===== src/rtl/stonyman_capture_ctrl_if.sv =====
// Capture controller <-> APB block, pixel FIFO, sensor pins and ADC.
// Latency: none, wiring only.
// Backpressure: FULL from the pixel FIFO is the only backpressure signal.
interface stonyman_capture_ctrl_if;
  // APB register block
  logic       START_CAPTURE;
  logic       BUSY;
  // pixel FIFO producer side
  logic       FULL;
  logic       WREN;
  logic [7:0] PIXELOUT;
  // sensor pointer controls
  logic       RESP;
  logic       INCP;
  logic       RESV;
  logic       INCV;
  // external ADC
  logic       ADC_START;
  logic       ADC_DONE;
  logic [7:0] ADC_DATA;

  // controller side
  modport master (
    input  START_CAPTURE, FULL, ADC_DONE, ADC_DATA,
    output BUSY, WREN, PIXELOUT, RESP, INCP, RESV, INCV, ADC_START
  );

  // environment side (APB block, FIFO, sensor, ADC)
  modport slave (
    output START_CAPTURE, FULL, ADC_DONE, ADC_DATA,
    input  BUSY, WREN, PIXELOUT, RESP, INCP, RESV, INCV, ADC_START
  );
endinterface


===== src/rtl/stonyman_capture_ctrl.sv =====
// Stonyman capture sequencer: walks row/col pointers over a frame, converts each pixel, writes it to the FIFO.
// Latency: first ADC_START 4*PULSE_CYCLES+SETTLE_CYCLES+1 cycles after request; per pixel CONV + ADC + WRITE.
// Backpressure: FULL is registered; WRITE holds (WREN high) while the sampled FULL is 1, no pixel is dropped.
module stonyman_capture_ctrl #(
  parameter int ROWS          = 112,
  parameter int COLS          = 112,
  parameter int PULSE_CYCLES  = 4,
  parameter int SETTLE_CYCLES = 8
) (
  input  logic PCLK,
  input  logic PRESERN,
  stonyman_capture_ctrl_if.master bus
);

  // A pointer pulse is PULSE_CYCLES high followed by PULSE_CYCLES low.
  localparam int PULSE_LEN = 2 * PULSE_CYCLES;
  localparam int CNT_MAX   = (PULSE_LEN > SETTLE_CYCLES) ? PULSE_LEN : SETTLE_CYCLES;
  localparam int CW        = $clog2(CNT_MAX + 1);

  localparam logic [CW-1:0] PULSE_HI   = CW'(PULSE_CYCLES);
  localparam logic [CW-1:0] PULSE_LAST = CW'(PULSE_LEN - 1);
  localparam logic [CW-1:0] SETTLE_LAST = CW'(SETTLE_CYCLES - 1);
  localparam logic [6:0]    ROW_LAST   = 7'(ROWS - 1);
  localparam logic [6:0]    COL_LAST   = 7'(COLS - 1);

  typedef enum logic [3:0] {
    S_IDLE,
    S_RESV,
    S_RESP,
    S_SETTLE,
    S_CONV,
    S_WAITADC,
    S_WRITE,
    S_INCP,
    S_ROWRESP,
    S_INCV,
    S_DONE
  } state_t;

  state_t          state;
  state_t          state_next;
  logic [CW-1:0]   phase_cnt;
  logic [6:0]      row;
  logic [6:0]      col;
  logic [7:0]      pixel;
  logic            full_q;

  logic            start_req;
  logic            pulse_state;
  logic            pulse_high;
  logic            pulse_end;
  logic            settle_end;
  logic            write_ok;

  assign start_req   = ~bus.START_CAPTURE;
  assign pulse_state = (state == S_RESV) || (state == S_RESP) || (state == S_INCP) ||
                       (state == S_ROWRESP) || (state == S_INCV);
  assign pulse_high  = pulse_state && (phase_cnt < PULSE_HI);
  assign pulse_end   = (phase_cnt == PULSE_LAST);
  assign settle_end  = (phase_cnt == SETTLE_LAST);
  // FULL is looked at one edge late so the FIFO flag never reaches WREN combinationally.
  assign write_ok    = (state == S_WRITE) && !full_q;

  // State register.
  always_ff @(posedge PCLK) begin
    if (!PRESERN) begin
      state <= S_IDLE;
    end else begin
      state <= state_next;
    end
  end

  // Next-state logic: pointer setup, settle, convert, write, then advance the pointers.
  always_comb begin
    state_next = state;
    case (state)
      S_IDLE:    if (start_req) state_next = S_RESV;
      S_RESV:    if (pulse_end) state_next = S_RESP;
      S_RESP:    if (pulse_end) state_next = S_SETTLE;
      S_SETTLE:  if (settle_end) state_next = S_CONV;
      S_CONV:    state_next = S_WAITADC;
      S_WAITADC: if (bus.ADC_DONE) state_next = S_WRITE;
      S_WRITE: begin
        if (write_ok) begin
          if (col < COL_LAST) begin
            state_next = S_INCP;
          end else if (row < ROW_LAST) begin
            state_next = S_ROWRESP;
          end else begin
            state_next = S_DONE;
          end
        end
      end
      S_INCP:    if (pulse_end) state_next = S_SETTLE;
      S_ROWRESP: if (pulse_end) state_next = S_INCV;
      S_INCV:    if (pulse_end) state_next = S_SETTLE;
      S_DONE:    state_next = S_IDLE;
      default:   state_next = S_IDLE;
    endcase
  end

  // Outputs decoded from state and registered data only.
  always_comb begin
    bus.BUSY      = (state != S_IDLE);
    bus.WREN      = ~write_ok;
    bus.PIXELOUT  = pixel;
    bus.RESV      = 1'b0;
    bus.RESP      = 1'b0;
    bus.INCP      = 1'b0;
    bus.INCV      = 1'b0;
    bus.ADC_START = (state == S_CONV);
    case (state)
      S_RESV:              bus.RESV = pulse_high;
      S_RESP, S_ROWRESP:   bus.RESP = pulse_high;
      S_INCP:              bus.INCP = pulse_high;
      S_INCV:              bus.INCV = pulse_high;
      default: ;
    endcase
  end

  // Phase counter times pulse high/low halves and the settle wait; restarts on every state change.
  always_ff @(posedge PCLK) begin
    if (!PRESERN) begin
      phase_cnt <= '0;
    end else if (state_next != state) begin
      phase_cnt <= '0;
    end else if (pulse_state || (state == S_SETTLE)) begin
      phase_cnt <= phase_cnt + CW'(1);
    end
  end

  // Row/column pointers mirror the sensor's internal pointers; they move as each pulse completes.
  always_ff @(posedge PCLK) begin
    if (!PRESERN) begin
      row <= '0;
      col <= '0;
    end else begin
      case (state)
        S_IDLE: begin
          if (start_req) begin
            row <= '0;
            col <= '0;
          end
        end
        S_INCP: begin
          if (pulse_end) col <= col + 7'd1;
        end
        S_INCV: begin
          if (pulse_end) begin
            row <= row + 7'd1;
            col <= '0;
          end
        end
        default: ;
      endcase
    end
  end

  // Pixel holding register: captures ADC_DATA only when the awaited conversion completes.
  always_ff @(posedge PCLK) begin
    if (!PRESERN) begin
      pixel <= '0;
    end else if ((state == S_WAITADC) && bus.ADC_DONE) begin
      pixel <= bus.ADC_DATA;
    end
  end

  // FULL sample; reset to 1 so nothing can be written before a real sample is taken.
  always_ff @(posedge PCLK) begin
    if (!PRESERN) begin
      full_q <= 1'b1;
    end else begin
      full_q <= bus.FULL;
    end
  end

  // The sensor tolerates only one pointer control at a time.
  a_ptr_onehot: assert property (@(posedge PCLK) disable iff (!PRESERN)
    $onehot0({bus.RESV, bus.RESP, bus.INCP, bus.INCV}));

  // Pointers stay inside the frame.
  a_row_range: assert property (@(posedge PCLK) disable iff (!PRESERN) row <= ROW_LAST);
  a_col_range: assert property (@(posedge PCLK) disable iff (!PRESERN) col <= COL_LAST);

  // A conversion start is always a single-cycle strobe.
  a_adc_start_1cyc: assert property (@(posedge PCLK) disable iff (!PRESERN)
    bus.ADC_START |=> !bus.ADC_START);

endmodule


===== src/flat_wrapper.sv =====
// flat-port wrapper written by rule: the top's interface ports become plain ports
module stonyman_capture_ctrl_flat 
#(
  parameter int ROWS          = 112,
  parameter int COLS          = 112,
  parameter int PULSE_CYCLES  = 4,
  parameter int SETTLE_CYCLES = 8
)
  (PCLK, PRESERN, bus_START_CAPTURE, bus_FULL, bus_ADC_DONE, bus_ADC_DATA, bus_BUSY, bus_WREN, bus_PIXELOUT, bus_RESP, bus_INCP, bus_RESV, bus_INCV, bus_ADC_START);
  stonyman_capture_ctrl_if bus_i ();
  input  logic PCLK;
  input  logic PRESERN;
  input wire logic [$bits(bus_i.START_CAPTURE)-1:0] bus_START_CAPTURE;
  input wire logic [$bits(bus_i.FULL)-1:0] bus_FULL;
  input wire logic [$bits(bus_i.ADC_DONE)-1:0] bus_ADC_DONE;
  input wire logic [$bits(bus_i.ADC_DATA)-1:0] bus_ADC_DATA;
  output wire logic [$bits(bus_i.BUSY)-1:0] bus_BUSY;
  output wire logic [$bits(bus_i.WREN)-1:0] bus_WREN;
  output wire logic [$bits(bus_i.PIXELOUT)-1:0] bus_PIXELOUT;
  output wire logic [$bits(bus_i.RESP)-1:0] bus_RESP;
  output wire logic [$bits(bus_i.INCP)-1:0] bus_INCP;
  output wire logic [$bits(bus_i.RESV)-1:0] bus_RESV;
  output wire logic [$bits(bus_i.INCV)-1:0] bus_INCV;
  output wire logic [$bits(bus_i.ADC_START)-1:0] bus_ADC_START;
  assign bus_i.START_CAPTURE = bus_START_CAPTURE;
  assign bus_i.FULL = bus_FULL;
  assign bus_i.ADC_DONE = bus_ADC_DONE;
  assign bus_i.ADC_DATA = bus_ADC_DATA;
  assign bus_BUSY = bus_i.BUSY;
  assign bus_WREN = bus_i.WREN;
  assign bus_PIXELOUT = bus_i.PIXELOUT;
  assign bus_RESP = bus_i.RESP;
  assign bus_INCP = bus_i.INCP;
  assign bus_RESV = bus_i.RESV;
  assign bus_INCV = bus_i.INCV;
  assign bus_ADC_START = bus_i.ADC_START;
  stonyman_capture_ctrl #(.ROWS(ROWS), .COLS(COLS), .PULSE_CYCLES(PULSE_CYCLES), .SETTLE_CYCLES(SETTLE_CYCLES)) u_core (.PCLK(PCLK), .PRESERN(PRESERN), .bus(bus_i));
endmodule

===== config.mk =====
export PLATFORM = sky130hd
export DESIGN_NAME = stonyman_capture_ctrl_flat
export DESIGN_NICKNAME = d
export VERILOG_FILES = /design/src/rtl/stonyman_capture_ctrl_if.sv /design/src/rtl/stonyman_capture_ctrl.sv /design/src/flat_wrapper.sv
export SDC_FILE = /design/constraint.sdc
export NUM_CORES = 1
export LEC_CHECK = 0
export BUFFER_PORTS_ARGS = -buffer_cell sky130_fd_sc_hd__buf_2
export CORE_ASPECT_RATIO = 0.6
export CORE_MARGIN = 5
export CORE_UTILIZATION = 30
export DETAILED_ROUTE_END_ITERATION = 6
export PLACE_DENSITY = 0.48
export REMOVE_ABC_BUFFERS = 1
export SYNTH_ARGS = -nofsm -noshare
export SYNTH_HDL_FRONTEND = slang
export SYNTH_SLANG_ARGS = --single-unit

===== constraint.sdc =====
create_clock -name PCLK -period 3.8 [get_ports PCLK]
set_input_delay 0.76 -clock PCLK [delete_from_list [all_inputs] [get_ports PCLK]]
set_output_delay 0.76 -clock PCLK [all_outputs]
set_load 0.1 [all_outputs]

==> results of run 1 <==
## final cells by class
| type | count | area (um^2) | share of cell area [%] |
|---|---|---|---|
| Clock buffer | 6 | 82.6 | 3.95 |
| Clock inverter | 2 | 35.0 | 1.68 |
| Inverter | 2 | 7.51 | 0.359 |
| Multi-Input combinational cell | 159 | 1080 | 51.9 |
| Sequential cell | 31 | 621 | 29.7 |
| Tap cell | 80 | 100 | 4.79 |
| Timing Repair Buffer | 30 | 158 | 7.55 |
## power by group through the flow
| stage | Sequential (uW) | Combinational (uW) | Clock (uW) |
|---|---|---|---|
| 2_1_floorplan | 340 | 38.3 | 0 |
| 3_3_place_gp | 337 | 61.4 | 0 |
| 3_5_place_dp | 336 | 61.6 | 0 |
| 4_1_cts | 329 | 61.7 | 355 |
| 5_1_grt | 329 | 67.9 | 369 |
| 6_report | 329 | 61.8 | 342 |
## registers in the layout, indices dropped and copies added, names as in the netlist
name / count
u_core.bus.PIXELOUT: 8
u_core.col: 7
u_core.row: 7
u_core.phase_cnt: 4
u_core.state: 4
u_core.full_q: 1
## metal layers
layer | share of wire (%) | global-route usage, % | vias to the layer above | wire length, um
li1 | - | - | 806 | -
met1 | 58 | 19.9 | 711 | 2600
met2 | 35 | 14.9 | 27 | 1570
met3 | 5.4 | 3.96 | 8 | 240
met4 | 1.4 | 4.15 | 0 | 63
met5 | 0 | 0 | - | 0
## worst min-delay path, cell delays in order, from the launching register on
cell and delay (ps):
dfxtp_1 320, nand2_1 50, mux2i_1 50
## kinds of logic (layout without fill, tap and decap cells)
kind of cell             after synthesis  after routing  synth area share (%)
multiplexers                          14             14                  7.87
adder cells (fa/ha/maj)                3              3                  2.09
flip-flops                            31             31                  34.6
buffers and inverters                 15             40                  5.02
XOR/XNOR                               8              8                  3.90
AND/OR/NAND/NOR                       98             98                  32.0
AO/OA/AOI/OAI                         36             36                  14.6
## how the worst min path moves through the flow
stage / from / to / slack, ps / cells after the start
4_1_cts: u_core.row[6] / u_core.row[6] / 480 / 2
3_5_place_dp: u_core.row[6] / u_core.row[6] / 470 / 2
3_3_place_gp: u_core.col[6] / u_core.col[6] / 480 / 2
2_1_floorplan: u_core.row[6] / u_core.row[6] / 440 / 2
5_1_grt: u_core.row[6] / u_core.row[6] / 520 / 2
6_report: u_core.row[6] / u_core.row[6] / 470 / 2
## layout by cell type, fill, tap and decap left out, types with 7 or more instances in the layout
cell / instances
dfxtp_1: 31
buf_2: 27
mux2i_1: 13
nor2_1: 12
nand3_1: 12
nor2b_1: 11
nand2_1: 9
nand2b_1: 8
nor4_1: 8
nor3_1: 7
a21oi_1: 7
## metrics by stage
step                      setup WS, ps  hold WS (ps)
after floorplan                   -133           443
after global placement            1420           477
after detailed placement          1370           465
after CTS                         1030           475
after global routing               910           523
final                             1030           473
==> impl_metrics.json, run 1 <==
{
  "hold_class": "reg2reg",
  "place_area_um2": 1970,
  "final_area_um2": 2090,
  "die_x_um": 110,
  "power_switching_uw": 174,
  "synth_common_cells": "dfxtp_1 (31), mux2i_1 (13), nand3_1 (12), nor2_1 (12), nor2b_1 (11)",
  "p_int_uw": 560,
  "worst-r2r-cell-count": 5,
  "routed_wl_um": 4480,
  "post_cts_buffers": 0,
  "async_reset_ff_share_pct": 0,
  "total_power_uw": 733,
  "synth_area_um2": 1800,
  "setup_viol": 0,
  "cts_buffers": 5,
  "power-per-cell-area_nw_per_um2": 351,
  "grt_pass1_vias": 1453,
  "area_growth_pct": 16.3,
  "clock-sinks": 31,
  "critPathTopFamily": "buffers and inverters",
  "synth_cell_types": 52,
  "clockBufferDepth": 2,
  "wl_per_cell_um": 14.4,
  "die_h_um": 69.9,
  "dp_hpwl_um": 3190,
  "ant_nets": 0,
  "regToRegSetupSlack_ps": 1850,
  "viasPerCell": 5.01,
  "grt_util_all_layers_pct": 12.4,
  "endpoint": "bus_INCV",
  "cp.arrival_ps": 2010,
  "netlist.area_leader.share_pct": 34.6,
  "ys_warn_count": 0,
  "combPwrFrac_pct": 8.4,
  "p_seq_share_pct": 44.9,
  "grt-ovfl-total": 0,
  "final_util_pct": 36.8,
  "gp_congestion": 0.852,
  "clkPwrFrac_pct": 46.7,
  "postCtsHoldBufs": 0,
  "vdd_drop_max_uv": 145,
  "p_leak_uw": 0.000823,
  "crit_path_start_kind": "flop",
  "crit_cells": 5,
  "max_cap_viol_count": 0,
  "slew_headroom_pct": 57.0,
  "syn_area_per_cell_um2": 8.76,
  "synth_edf_count": 0,
  "outcome": "finished clean",
  "core.rowCount": 21,
  "switching_share_pct": 23.7,
  "finalCritPeriodShare_pct": 72.8,
  "slowest_stage": "buf_2",
  "synth_flop_cell": "dfxtp_1",
  "tns_ps": 0,
  "initial_utilization_pct": 31.6,
  "first_iter_violations": 99,
  "port_buffers": 27,
  "max_freq_mhz": 361,
  "hold_violations": 0,
  "n_antenna_cell": 0,
  "io_pins": 28,
  "clock_skew_ps": 6.78,
  "drc": 0,
  "clk_latency_ps": 290,
  "yosysMostFrequentCell": "dfxtp_1",
  "dp_cells": 302,
  "clk_root_buffer_cell": "clkbuf_8",
  "drive_gt1_share_pct": 20.4,
  "syn_inst": 205,
  "maxSlewViolCount": 0,
  "rsz0062_at_grt": "false",
  "worstSetupPathType": "reg2out",
  "cp_max_fo": 18,
  "min_period_ps": 2770,
  "die-area_um2": 7680,
  "nets": 245,
  "vias": 1552,
  "cts_resized": 0,
  "worst-path-buf-inv": 2,
  "cts_tree": "done",
  "synth_largest_area_cell": "dfxtp_1",
  "synth.area.top_cells": "dfxtp_1 (35%), mux2i_1 (7.2%), nor2b_1 (3.8%)",
  "cp-startpoint": "u_core.state[3]",
  "dr.pass1.iters": 4,
  "cp-end-kind": "primary output",
  "cts-htree-levels": 2,
  "slowest_delay_ps": 460,
  "ys_seq_area_share_pct": 34.6,
  "grt_max_degree": 22,
  "tightest_slew_ps": 645,
  "antenna_found_initial": 0,
  "required_ps": 3040,
  "path_cells": "buf_4 > nand2b_1 > or3_1 > nor3_1 > buf_2",
  "grt_pass1_wl_um": 7490,
  "reg2reg_to": "u_core.row[1]",
  "core_um2": 5680,
  "ys_seq_elements": 31,
  "clkTransAtPathRegs_ps": 70,
  "fill_cells": 606,
  "finalNonFillerCells": 310,
  "r2r_start": "u_core.phase_cnt[0]"
}
(Power assumes the default switching activity.)
==> inputs of run 2 (changes only) <==
Clock period 3.8 ns to 2.56 ns, I/O delays scaled along.
==> run 2 against run 1 <==
Clock skew is 2.5 ps higher. Combinational power is 52% higher. Core utilization is 0.66 points higher. First-iteration DRC count is 29% higher. Wire length is 1.3% higher. Highest routed layer unchanged. Sequential cell count stayed put. Non-clock buffer count is 3 higher.
==> impl_metrics.json, run 2 (synthesis results as in run 1) <==
{
  "outcome": "finished clean",
  "clk_root_buffer_cell": "clkbuf_8",
  "n_antenna_cell": 0,
  "die-area_um2": 7680,
  "core_um2": 5680,
  "first_iter_violations": 128,
  "vias": 1586,
  "post_cts_buffers": 0,
  "hold_violations": 0,
  "core.rowCount": 21,
  "largest_reg_flops": 8,
  "clk_latency_ps": 280,
  "max_cap_viol_count": 0,
  "grt_pass1_wl_um": 7490,
  "io_pins": 28,
  "die_x_um": 110,
  "initial_utilization_pct": 31.6,
  "cts-htree-levels": 2,
  "p_leak_uw": 0.000842,
  "max_freq_mhz": 422,
  "cp.arrival_ps": 1860,
  "cts_resized": 0,
  "antenna_found_initial": 0,
  "cp-end-kind": "primary output",
  "grt_pass1_vias": 1447,
  "finalCritPeriodShare_pct": 92.5,
  "maxSlewViolCount": 0,
  "vdd_drop_max_uv": 236,
  "drive_gt1_share_pct": 21.5,
  "setup_viol": 0,
  "tightest_slew_ps": 597,
  "routed_wl_um": 4530,
  "hold_class": "in2reg",
  "ant_nets": 0,
  "die_h_um": 69.9,
  "required_ps": 2050,
  "postCtsHoldBufs": 0,
  "area_growth_pct": 18.4,
  "rsz0062_at_grt": "false",
  "clock_skew_ps": 9.25,
  "cts_buffers": 5,
  "final_cell_mix": "dfxtp_1 (31), buf_2 (26), mux2i_1 (13)",
  "worst-r2r-cell-count": 5,
  "clockBufferDepth": 2,
  "port_buffers": 27,
  "dr.pass1.iters": 4,
  "nets": 248,
  "final_area_um2": 2130,
  "viasPerCell": 5.07,
  "grt_max_degree": 20,
  "cp_max_fo": 17,
  "cts_tree": "done",
  "wl_per_cell_um": 14.5,
  "slew_headroom_pct": 59.9,
  "place_area_um2": 2010,
  "crit_path_start_kind": "flop",
  "gp_congestion": 0.815,
  "grt_util_all_layers_pct": 12.5,
  "power-per-cell-area_nw_per_um2": 511,
  "holdPathStages": 2,
  "clock-sinks": 31,
  "grt-ovfl-total": 0,
  "worstSetupPathType": "reg2out",
  "clkTransAtPathRegs_ps": 70,
  "hold_slack_ps": 416,
  "dp_hpwl_um": 3360,
  "min_period_ps": 2370,
  "final_common_cell": "dfxtp_1",
  "drc": 0
}
run 2: worst max-delay path, stage by stage (launching register included):
cell and delay (ps):
dfxtp_1 660, and4b_1 330, and2_1 150, buf_2 420
run 2: final timing paths:
kind / endpoint / from / slack [ps]
setup reg to reg: u_core.phase_cnt[2] / u_core.state[2] / 510
hold reg to reg: u_core.row[6] / u_core.row[6] / 480
hold / removal: u_core.full_q / bus_FULL / 420
setup / recovery: bus_INCP / u_core.state[2] / 190
run 2: power by group:
part           switching [uW]  total (uW)  internal, uW
Sequential               3.70         490           486
Clock                     189         504           315
Combinational            62.0        93.7          31.7
run 2: final cells by class:
cell class                      instances  area, um^2
Tap cell                               80         100
Fill cell                             605        3550
Sequential cell                        31         621
Inverter                                2        7.51
Clock buffer                            6        82.6
Clock inverter                          2        35.0
Timing Repair Buffer                   33         195
Multi-Input combinational cell        159        1080
run 2: stage by stage:
step | TNS (ps) | std cells | util [%] | power, uW | setup slack (ps)
final | 0 | 313 | 37.5 | 1090 | 193
after global routing | 0 | 313 | 37.5 | 1130 | 76.3
after CTS | 0 | 313 | 37.5 | 1110 | 187
after detailed placement | 0 | 305 | 35.4 | 593 | 525
after global placement | 0 | 305 | 35.4 | 594 | 514
after floorplan | -1310 | 192 | - | 561 | -1120
run 2: per-layer routing:
metal	vias to the layer above	global-route usage, %	wire length [um]
met3	5	3.22	350
met4	0	3.87	31
met1	720	20.7	2520
li1	816	-	-
met5	-	0	0
met2	45	14.7	1630
==> inputs of run 3 (changes only) <==
Settings changed: BUFFER_PORTS_ARGS -buffer_cell sky130_fd_sc_hd__buf_2 to unset, CORE_ASPECT_RATIO 0.6 to 1.1, DONT_BUFFER_PORTS set to 1, PLACE_DENSITY 0.48 to 0.44.
==> run 3 against run 2 <==
Clock power is 15% lower. Critical endpoint is now bus_INCV. Hold slack lost 100 ps. Die area is 0.64% lower. Wire length shrank 5.2%. Largest cell class unchanged. Register-to-register slack gained 110 ps. Setup slack better by 38 ps. Non-clock buffer count fell by 14. Maximum frequency increased by 1.6%.
==> impl_metrics.json, run 3 (synthesis results as in run 1) <==
{
  "slowest_stage": "dfxtp_1",
  "clk_latency_ps": 280,
  "fill_cells": 634,
  "max_cap_viol_count": 0,
  "drive_gt1_share_pct": 17.4,
  "core.rowCount": 29,
  "postCtsHoldBufs": 0,
  "viasPerCell": 5.25,
  "post_cts_buffers": 0,
  "io_pins": 28,
  "largest_reg_flops": 8,
  "vdd_drop_max_uv": 245,
  "dp_slack_ps": 559,
  "routed_wl_um": 4300,
  "initial_utilization_pct": 30.9,
  "finalNonFillerCells": 296,
  "vias": 1555,
  "layout_setup_ws_ps": 231,
  "dp_hpwl_um": 3100,
  "cp-end-kind": "primary output",
  "dr.pass1.iters": 4,
  "critPathTopFamily": "simple AND/OR/NAND/NOR gates",
  "slowest_delay_ps": 550,
  "clock_skew_ps": 7.63,
  "worstSetupPathType": "reg2out",
  "cts-htree-levels": 2,
  "drc": 0,
  "slew_headroom_pct": 57.4,
  "grt_max_degree": 21,
  "rsz0062_at_grt": "false",
  "cts_tree": "done",
  "clk_root_buffer_cell": "clkbuf_8",
  "core_um2": 5810,
  "max_freq_mhz": 429,
  "hold_violations": 0,
  "die-area_um2": 7630,
  "grt-ovfl-total": 0,
  "outcome": "finished clean",
  "clockBufferDepth": 2,
  "cp_max_fo": 14,
  "final_util_pct": 35.9,
  "cp.arrival_ps": 1820,
  "clock-sinks": 31,
  "wl_per_cell_um": 14.5,
  "n_antenna_cell": 0,
  "ant_nets": 0,
  "cts_resized": 0,
  "clkTransAtPathRegs_ps": 70,
  "maxSlewViolCount": 0,
  "area_growth_pct": 16.0,
  "final_common_cell": "dfxtp_1",
  "hold_class": "in2reg",
  "path_cells": "nand2b_1 > or3_1 > nor3_2 > clkbuf_16",
  "cts_buffers": 5,
  "setup_viol": 0,
  "final_cell_mix": "dfxtp_1 (31), buf_4 (18), mux2i_1 (13)",
  "grt_pass1_wl_um": 7330,
  "nets": 234,
  "crit_path_start_kind": "flop",
  "gp_congestion": 0.830,
  "grt_pass1_vias": 1554,
  "first_iter_violations": 55,
  "p_leak_uw": 0.000781,
  "worst-path-buf-inv": 1,
  "min_period_ps": 2330,
  "total_power_uw": 999,
  "die_h_um": 91.1,
  "die_x_um": 83.8,
  "tightest_slew_ps": 637,
  "port_buffers": 0,
  "grt_util_all_layers_pct": 11.7,
  "dp_cells": 288,
  "required_ps": 2050,
  "antenna_found_initial": 0,
  "power-per-cell-area_nw_per_um2": 480,
  "finalCritPeriodShare_pct": 91.0
}
[run 3: final timing paths]
check                       from       endpoint  slack [ps]  cells after the start
max              u_core.state[3]       bus_INCV         230                      4
min reg2reg        u_core.row[6]  u_core.row[6]         490                      2
max reg2reg  u_core.phase_cnt[0]  u_core.col[4]         620                      5
min                      PRESERN  u_core.full_q         310                      1
[run 3: worst reg2reg max path, cell delays in order (launching register included)]
cell	delay [ps]
dfxtp_1	360
ha_1	220
and3b_1	380
a31oi_4	200
o21ai_1	530
nor2_1	100
[run 3: per-stage QoR]
stage          TNS, ps  area, um^2  hold slack [ps]
5_1_grt              0        2080              305
3_3_place_gp         0        1980              473
3_5_place_dp         0        1980              474
6_report             0        2080              313
4_1_cts              0        2080              303
2_1_floorplan    -1310        1710              443
[run 3: where the power goes]
part	internal, uW	leakage (uW)	switching (uW)	total, uW
Combinational	27.1	0.000481	54.0	81.1
Sequential	486	0.000250	3.28	489
Clock	244	0.0000505	184	429
Total	757	0.000781	242	999
[run 3: final cells by class]
| class | count | area, um^2 | share of cell area [%] |
|---|---|---|---|
| multi-input cells | 159 | 1090 | 52.5 |
| flip-flops and latches | 31 | 621 | 29.8 |
| repair buffers | 19 | 160 | 7.69 |
| clock buffers | 7 | 96.3 | 4.63 |
| well taps | 77 | 96.3 | 4.63 |
| clock inverters | 1 | 7.51 | 0.361 |
| inverters | 2 | 7.51 | 0.361 |
[run 3: layer usage]
metal	track usage, %	share of wire (%)	routed length, um
met5	0	0	0
met4	4.29	1.3	57
met3	3.71	4.5	195
met2	19.2	48	2060
met1	14.3	46	1990
